## config.mk

```make
export PLATFORM = sky130hd
export DESIGN_NAME = i2c_slave_regs
export DESIGN_NICKNAME = d
export VERILOG_FILES = /design/src/rtl/i2c_slave_regs.sv
export SDC_FILE = /design/constraint.sdc
export NUM_CORES = 1
export LEC_CHECK = 0
export ABC_AREA = 0
export BUFFER_PORTS_ARGS = -buffer_cell sky130_fd_sc_hd__buf_2
export CAP_MARGIN = 20
export CORE_MARGIN = 2
export CORE_UTILIZATION = 53
export DETAILED_ROUTE_END_ITERATION = 8
export GPL_ROUTABILITY_DRIVEN = 0
export GPL_TIMING_DRIVEN = 0
export PLACE_DENSITY = 0.77
export SLEW_MARGIN = 20
export SYNTH_ARGS = -nofsm -noshare
export SYNTH_HDL_FRONTEND = slang
export SYNTH_SLANG_ARGS = --single-unit
```

## constraint.sdc

```tcl
create_clock -name CLK -period 2.25 [get_ports CLK]
set_input_delay 0.1125 -clock CLK [delete_from_list [all_inputs] [get_ports CLK]]
set_output_delay 0.1125 -clock CLK [all_outputs]
set_load 0.02 [all_outputs]
```

## src/rtl/i2c_slave_regs.sv

```systemverilog
// I2C slave with an 8-bit register file, fully synchronous to CLK.
// SCL/SDA are synchronised and glitch-filtered. The device takes an index
// byte, then writes or reads registers with auto-increment and wrap.
module i2c_slave_regs #(
    parameter logic [6:0] DEV_ADDR = 7'h55,
    parameter int         NUM_REGS = 8,
    parameter int         FILT_LEN = 3
) (
    input  logic                  CLK,
    input  logic                  RSTN,
    input  logic                  SCL,
    input  logic                  SDA,
    output logic                  SDAout,
    output logic [8*NUM_REGS-1:0] REGS_OUT,
    output logic                  WR_STROBE,
    output logic [7:0]            WR_INDEX,
    output logic                  BUSY
);

    localparam int IDX_W = (NUM_REGS > 1) ? $clog2(NUM_REGS) : 1;
    localparam int CNT_W = (FILT_LEN > 1) ? $clog2(FILT_LEN) : 1;
    localparam logic [CNT_W-1:0] CNT_MAX = CNT_W'(FILT_LEN - 1);
    localparam logic [IDX_W-1:0] PTR_MAX = IDX_W'(NUM_REGS - 1);
    localparam logic [8:0]       NREGS9  = 9'(NUM_REGS);

    typedef enum logic [3:0] {
        IDLE, ADDR, ADDR_ACK, IDX, IDX_ACK, WDATA, WDATA_ACK, RDATA, RDATA_ACK
    } state_t;

    // Input path: bit 1 carries SCL, bit 0 carries SDA
    logic [1:0]       sync1_q, sync2_q, filt_q, filt_prev_q;
    logic [CNT_W-1:0] fcnt_q [2];

    // Protocol state
    state_t           state_q, state_d;
    logic [2:0]       bitcnt_q, bitcnt_d;
    logic [7:0]       shift_q, shift_d;
    logic [IDX_W-1:0] ptr_q, ptr_d;
    logic             sda_out_q, sda_out_d;
    logic             busy_q, busy_d;
    logic             ack_q, ack_d;      // second half of an ACK slot
    logic             rw_q, rw_d;
    logic             wr_en;
    logic             wr_strobe_q;
    logic [7:0]       wr_index_q, wr_index_d;
    logic [7:0]       regs_q [NUM_REGS];

    logic             scl_f, sda_f, scl_rise, scl_fall, start_c, stop_c;
    logic [7:0]       byte_in;
    logic [IDX_W-1:0] ptr_inc;

    // Synchroniser plus per-line filter: the filtered value follows only after
    // FILT_LEN consecutive samples that disagree with it
    always_ff @(posedge CLK) begin
        if (!RSTN) begin
            sync1_q     <= 2'b11;
            sync2_q     <= 2'b11;
            filt_q      <= 2'b11;
            filt_prev_q <= 2'b11;
            fcnt_q[0]   <= '0;
            fcnt_q[1]   <= '0;
        end else begin
            sync1_q     <= {SCL, SDA};
            sync2_q     <= sync1_q;
            filt_prev_q <= filt_q;
            for (int i = 0; i < 2; i++) begin
                if (sync2_q[i] == filt_q[i]) begin
                    fcnt_q[i] <= '0;
                end else if (fcnt_q[i] == CNT_MAX) begin
                    filt_q[i] <= sync2_q[i];
                    fcnt_q[i] <= '0;
                end else begin
                    fcnt_q[i] <= fcnt_q[i] + CNT_W'(1);
                end
            end
        end
    end

    assign scl_f    = filt_q[1];
    assign sda_f    = filt_q[0];
    assign scl_rise = scl_f & ~filt_prev_q[1];
    assign scl_fall = ~scl_f & filt_prev_q[1];
    assign start_c  = scl_f & filt_prev_q[1] & filt_prev_q[0] & ~sda_f;
    assign stop_c   = scl_f & filt_prev_q[1] & ~filt_prev_q[0] & sda_f;
    assign byte_in  = {shift_q[6:0], sda_f};
    assign ptr_inc  = (ptr_q == PTR_MAX) ? '0 : ptr_q + IDX_W'(1);

    // Protocol FSM: START/STOP override everything, otherwise bits move on SCL edges
    always_comb begin
        state_d    = state_q;
        bitcnt_d   = bitcnt_q;
        shift_d    = shift_q;
        ptr_d      = ptr_q;
        sda_out_d  = sda_out_q;
        busy_d     = busy_q;
        ack_d      = ack_q;
        rw_d       = rw_q;
        wr_en      = 1'b0;
        wr_index_d = wr_index_q;
        if (stop_c) begin
            state_d   = IDLE;
            ptr_d     = '0;
            busy_d    = 1'b0;
            sda_out_d = 1'b1;
            ack_d     = 1'b0;
        end else if (start_c) begin
            state_d   = ADDR;
            bitcnt_d  = 3'd0;
            sda_out_d = 1'b1;
            ack_d     = 1'b0;
        end else begin
            case (state_q)
                IDLE: ;
                ADDR: begin
                    if (scl_rise) begin
                        shift_d  = byte_in;
                        bitcnt_d = bitcnt_q + 3'd1;
                        if (bitcnt_q == 3'd7) begin
                            if (byte_in[7:1] == DEV_ADDR && byte_in[7:1] != 7'd0) begin
                                rw_d    = byte_in[0];
                                state_d = ADDR_ACK;
                            end else begin
                                state_d = IDLE;
                                busy_d  = 1'b0;
                            end
                        end
                    end
                end
                ADDR_ACK: begin
                    if (scl_fall) begin
                        if (!ack_q) begin
                            sda_out_d = 1'b0;
                            busy_d    = 1'b1;
                            ack_d     = 1'b1;
                        end else begin
                            ack_d    = 1'b0;
                            bitcnt_d = 3'd0;
                            if (rw_q) begin
                                shift_d   = regs_q[ptr_q];
                                sda_out_d = regs_q[ptr_q][7];
                                state_d   = RDATA;
                            end else begin
                                sda_out_d = 1'b1;
                                state_d   = IDX;
                            end
                        end
                    end
                end
                IDX: begin
                    if (scl_rise) begin
                        shift_d  = byte_in;
                        bitcnt_d = bitcnt_q + 3'd1;
                        if (bitcnt_q == 3'd7) begin
                            if ({1'b0, byte_in} >= NREGS9) begin
                                state_d = IDLE;
                            end else begin
                                ptr_d   = byte_in[IDX_W-1:0];
                                state_d = IDX_ACK;
                            end
                        end
                    end
                end
                IDX_ACK, WDATA_ACK: begin
                    if (scl_fall) begin
                        if (!ack_q) begin
                            sda_out_d = 1'b0;
                            ack_d     = 1'b1;
                        end else begin
                            sda_out_d = 1'b1;
                            ack_d     = 1'b0;
                            bitcnt_d  = 3'd0;
                            state_d   = WDATA;
                        end
                    end
                end
                WDATA: begin
                    if (scl_rise) begin
                        shift_d  = byte_in;
                        bitcnt_d = bitcnt_q + 3'd1;
                        if (bitcnt_q == 3'd7) begin
                            wr_en      = 1'b1;
                            wr_index_d = 8'(ptr_q);
                            ptr_d      = ptr_inc;
                            state_d    = WDATA_ACK;
                        end
                    end
                end
                RDATA: begin
                    if (scl_rise) begin
                        bitcnt_d = bitcnt_q + 3'd1;
                        if (bitcnt_q == 3'd7) begin
                            ack_d   = 1'b0;
                            state_d = RDATA_ACK;
                        end
                    end else if (scl_fall) begin
                        sda_out_d = shift_q[6];
                        shift_d   = {shift_q[6:0], 1'b0};
                    end
                end
                RDATA_ACK: begin
                    if (scl_fall && !ack_q) begin
                        sda_out_d = 1'b1;
                    end else if (scl_rise) begin
                        if (sda_f) state_d = IDLE;
                        else       ack_d   = 1'b1;
                    end else if (scl_fall && ack_q) begin
                        ack_d     = 1'b0;
                        ptr_d     = ptr_inc;
                        shift_d   = regs_q[ptr_inc];
                        sda_out_d = regs_q[ptr_inc][7];
                        bitcnt_d  = 3'd0;
                        state_d   = RDATA;
                    end
                end
                default: state_d = IDLE;
            endcase
        end
    end

    // Protocol state registers
    always_ff @(posedge CLK) begin
        if (!RSTN) begin
            state_q     <= IDLE;
            bitcnt_q    <= 3'd0;
            shift_q     <= 8'h00;
            ptr_q       <= '0;
            sda_out_q   <= 1'b1;
            busy_q      <= 1'b0;
            ack_q       <= 1'b0;
            rw_q        <= 1'b0;
            wr_strobe_q <= 1'b0;
            wr_index_q  <= 8'h00;
        end else begin
            state_q     <= state_d;
            bitcnt_q    <= bitcnt_d;
            shift_q     <= shift_d;
            ptr_q       <= ptr_d;
            sda_out_q   <= sda_out_d;
            busy_q      <= busy_d;
            ack_q       <= ack_d;
            rw_q        <= rw_d;
            wr_strobe_q <= wr_en;
            wr_index_q  <= wr_index_d;
        end
    end

    // Register file, written with the byte completed on the 8th data bit
    always_ff @(posedge CLK) begin
        if (!RSTN) begin
            for (int i = 0; i < NUM_REGS; i++) regs_q[i] <= 8'h00;
        end else if (wr_en) begin
            regs_q[ptr_q] <= byte_in;
        end
    end

    for (genvar g = 0; g < NUM_REGS; g++) begin : g_out
        assign REGS_OUT[8*g +: 8] = regs_q[g];
    end

    assign SDAout    = sda_out_q;
    assign BUSY      = busy_q;
    assign WR_STROBE = wr_strobe_q;
    assign WR_INDEX  = wr_index_q;

endmodule

```

==> out/results.txt <==
number of synthesized flops with an enable pin - 68
drt first pass iters - 5
Setup-failing EPs final - 0
total power - 5.23 mW
Crit path largest cell delay - 0.46 ns
Design Area, Final - 6930 µm²
clock tree sinks - 104
Worst setup SP type - flop
internal reg-to-reg setup slack - 0.04 ns
worst reg2reg path startpoint - filt_q[0]
Async SR Flop Fraction - 0
Cell Rows - 38
Post-Route WL - 17000 µm
YS warnings - 0
Hold Path Class - primary input to flop
Num CTS Buffers - 9
Crit-path slowest cell - nor4_4
worst skew pair latency - 0.38 ns
worst-case clock buffer depth - 2
Power Density - 754 nW/µm²
Area Overhead vs Synth - 16.6%
setup TNS - 0 ns
R2R Path End - shift_q[2]
Slew HR - 0.348
final worst slack - 0.0422 ns
outcome - finished clean
most common cell after layout, fill and taps aside - buf_2
Worst Hold Launch - RSTN
crit path DAT - 2.48 ns
Vert. Die Dim - 110 µm
H-tree lvl count - 3
worst hold path endpoint - WR_STROBE
mapped cell area - 5950 µm²
GRT Residual Overflow - 0
vias in the first global route - 4708
CTS tree - yes
core region area - 10900 µm²
worst-path maximum fanout - 10
Synth Flop Type - edfxtp_1
unrepaired setup endpoints after global routing - false
layout cells sized above 1 - 0.269
Cell Area, Placed - 6520 µm²
MaxCap Viol Count - 0
Boundary Pins - 79
DRC viols - 0
Worst Tran Pin Value - 0.978 ns
Static Leakage - 2.67 nW
DRT iter0 DRCs - 645
IR drop worst, VDD - 0.541 mV
cell count after placement - 787
crit path kind - flop to flop
initial core utilization - 0.546
Port Buffers - 73
cell-by-cell trace of the critical path - buf_6, and4b_4, buf_6, a2bb2oi_4, o22a_4, nor4_4, buf_6, nor2_1, a21o_1
Synth Area per Inst - 10.5 µm²
drt via density - 6.22
antenna viol nets, final - 0
Peak Freq - 453 MHz
Critical Path Sink Type - flop
Post-Syn Instances - 567
Clock Pin Slew Worst Setup and Hold Paths - 0.10 ns
Final Max Tran Viols - 0
clk_skew - 0.00930 ns
most frequent cells in the layout - buf_2 (81), edfxtp_1 (68), nand2_1 (67), and2_1 (67), mux2i_1 (37)
final hold vios - 0
Worst Path Required - 2.52 ns
Final nets - 677
Non-Filler Instances - 812
die area - 12100 µm²
hold path depth - 4
worst slack, placed - -0.549 ns
first-pass GRT wire length - 25800 µm
crit path time final - 2.21 ns
initial antenna violation count - 0
cell count of the worst reg-to-reg path - 9
number of synthesized register bits - 104
crit share post-route - 0.981
most frequent CP cell - buf_6
Yosys cell types - 70
total number of vias - 5047
clk root buf - clkbuf_8
ANT cells - 0
GRT Total Usage - 0.290
Routed WL per cell - 21.0 µm
detailed placement HPWL - 12500 µm
pin count of the biggest net entering global routing - 18
Die Wd - 110 µm
Seq/Total Area, Yosys - 0.465
==> cells in the mapped netlist (all sizes together), types with 15 or more instances <==
| master | count | area, µm² |
|---|---|---|
| a21oi | 17 | 85.1 |
| and2 | 67 | 419 |
| buf | 26 | 189 |
| clkbuf | 18 | 72.6 |
| dfxtp | 36 | 721 |
| edfxtp | 68 | 2040 |
| mux2i | 37 | 370 |
| nand2 | 69 | 262 |
| nand2b | 16 | 100 |
| nand3 | 22 | 110 |
| nor2 | 38 | 153 |
| o21ai | 15 | 75.1 |
==> repair_timing <==
item                                    CTS  global route
resized for setup                        25            13
hold buffers                              2             0
endpoints found under the setup margin  128            74
pin swaps                                 6             6
setup buffers                             6             5
endpoints found under the hold margin     2             0
==> critical path: cells and delay by family, from the launching register on <==
family                 cells  cell delay, ns
AO/OA/AOI/OAI              3            0.54
flip-flops                 1            0.34
AND/OR/NAND/NOR            3            0.73
buffers and inverters      3            0.50
==> per-layer routing <==
metal / share of wire / vias up / global-route usage
li1: - / 2238 / -
met1: 0.40 / 2407 / 0.401
met4: 0.038 / 0 / 0.131
met5: 0 / - / 0
met2: 0.46 / 341 / 0.449
met3: 0.099 / 61 / 0.0456
==> per-stage QoR <==
step / util / hold WS (ns)
after floorplan: - / 0.214
after global placement: 0.599 / 0.297
after detailed placement: 0.599 / 0.297
after CTS: 0.630 / 0.287
after global routing: 0.637 / 0.343
final: 0.637 / 0.304
==> layout make-up <==
| type | instances | area (µm²) |
|---|---|---|
| fillers | 849 | 3960 |
| well taps | 140 | 175 |
| plain buffers | 40 | 255 |
| multi-input cells | 418 | 3060 |
| flip-flops and latches | 104 | 2770 |
| inverters | 8 | 30.0 |
| clock buffers | 10 | 128 |
| clock inverters | 6 | 45.0 |
| repair buffers | 86 | 468 |
==> state kept, by name, summed over array words and instances, names as in the netlist, 2 cells and up, named ones only <==
name / flops
filt_prev_q: 2
shift_q: 7
regs_q: 64
bitcnt_q: 3
fcnt_q: 4
sync2_q: 2
WR_INDEX: 3
state_q: 4
sync1_q: 2
ptr_q: 3
filt_q: 2
==> power by group <==
group	total [mW]	internal [mW]	switching [mW]	leakage (nW)
clock	1.07	0.409	0.661	0.0858
sequential	2.34	2.18	0.162	0.955
combinational	1.82	0.677	1.14	1.63
==> worst max path at each step <==
stage / depth (start not counted) / end / start
2_1_floorplan: 7 / regs_q[0][0] / bitcnt_q[0]
3_3_place_gp: 5 / regs_q[1][2] / state_q[0]
3_5_place_dp: 6 / regs_q[7][2] / bitcnt_q[0]
4_1_cts: 6 / regs_q[1][1] / bitcnt_q[0]
5_1_grt: 9 / shift_q[2] / filt_q[0]
6_report: 9 / shift_q[2] / filt_q[0]
==> cells by family after synthesis <==
family	count (synthesis)	synth area share
mux	50	0.102
compound gates	93	0.120
fa+ha+maj	6	0.0126
flops	104	0.465
simple gates	255	0.243
buf+inv	52	0.0490
other cells	2	0.00126
xor+xnor	5	0.00736
(Power assumes the default switching activity.)
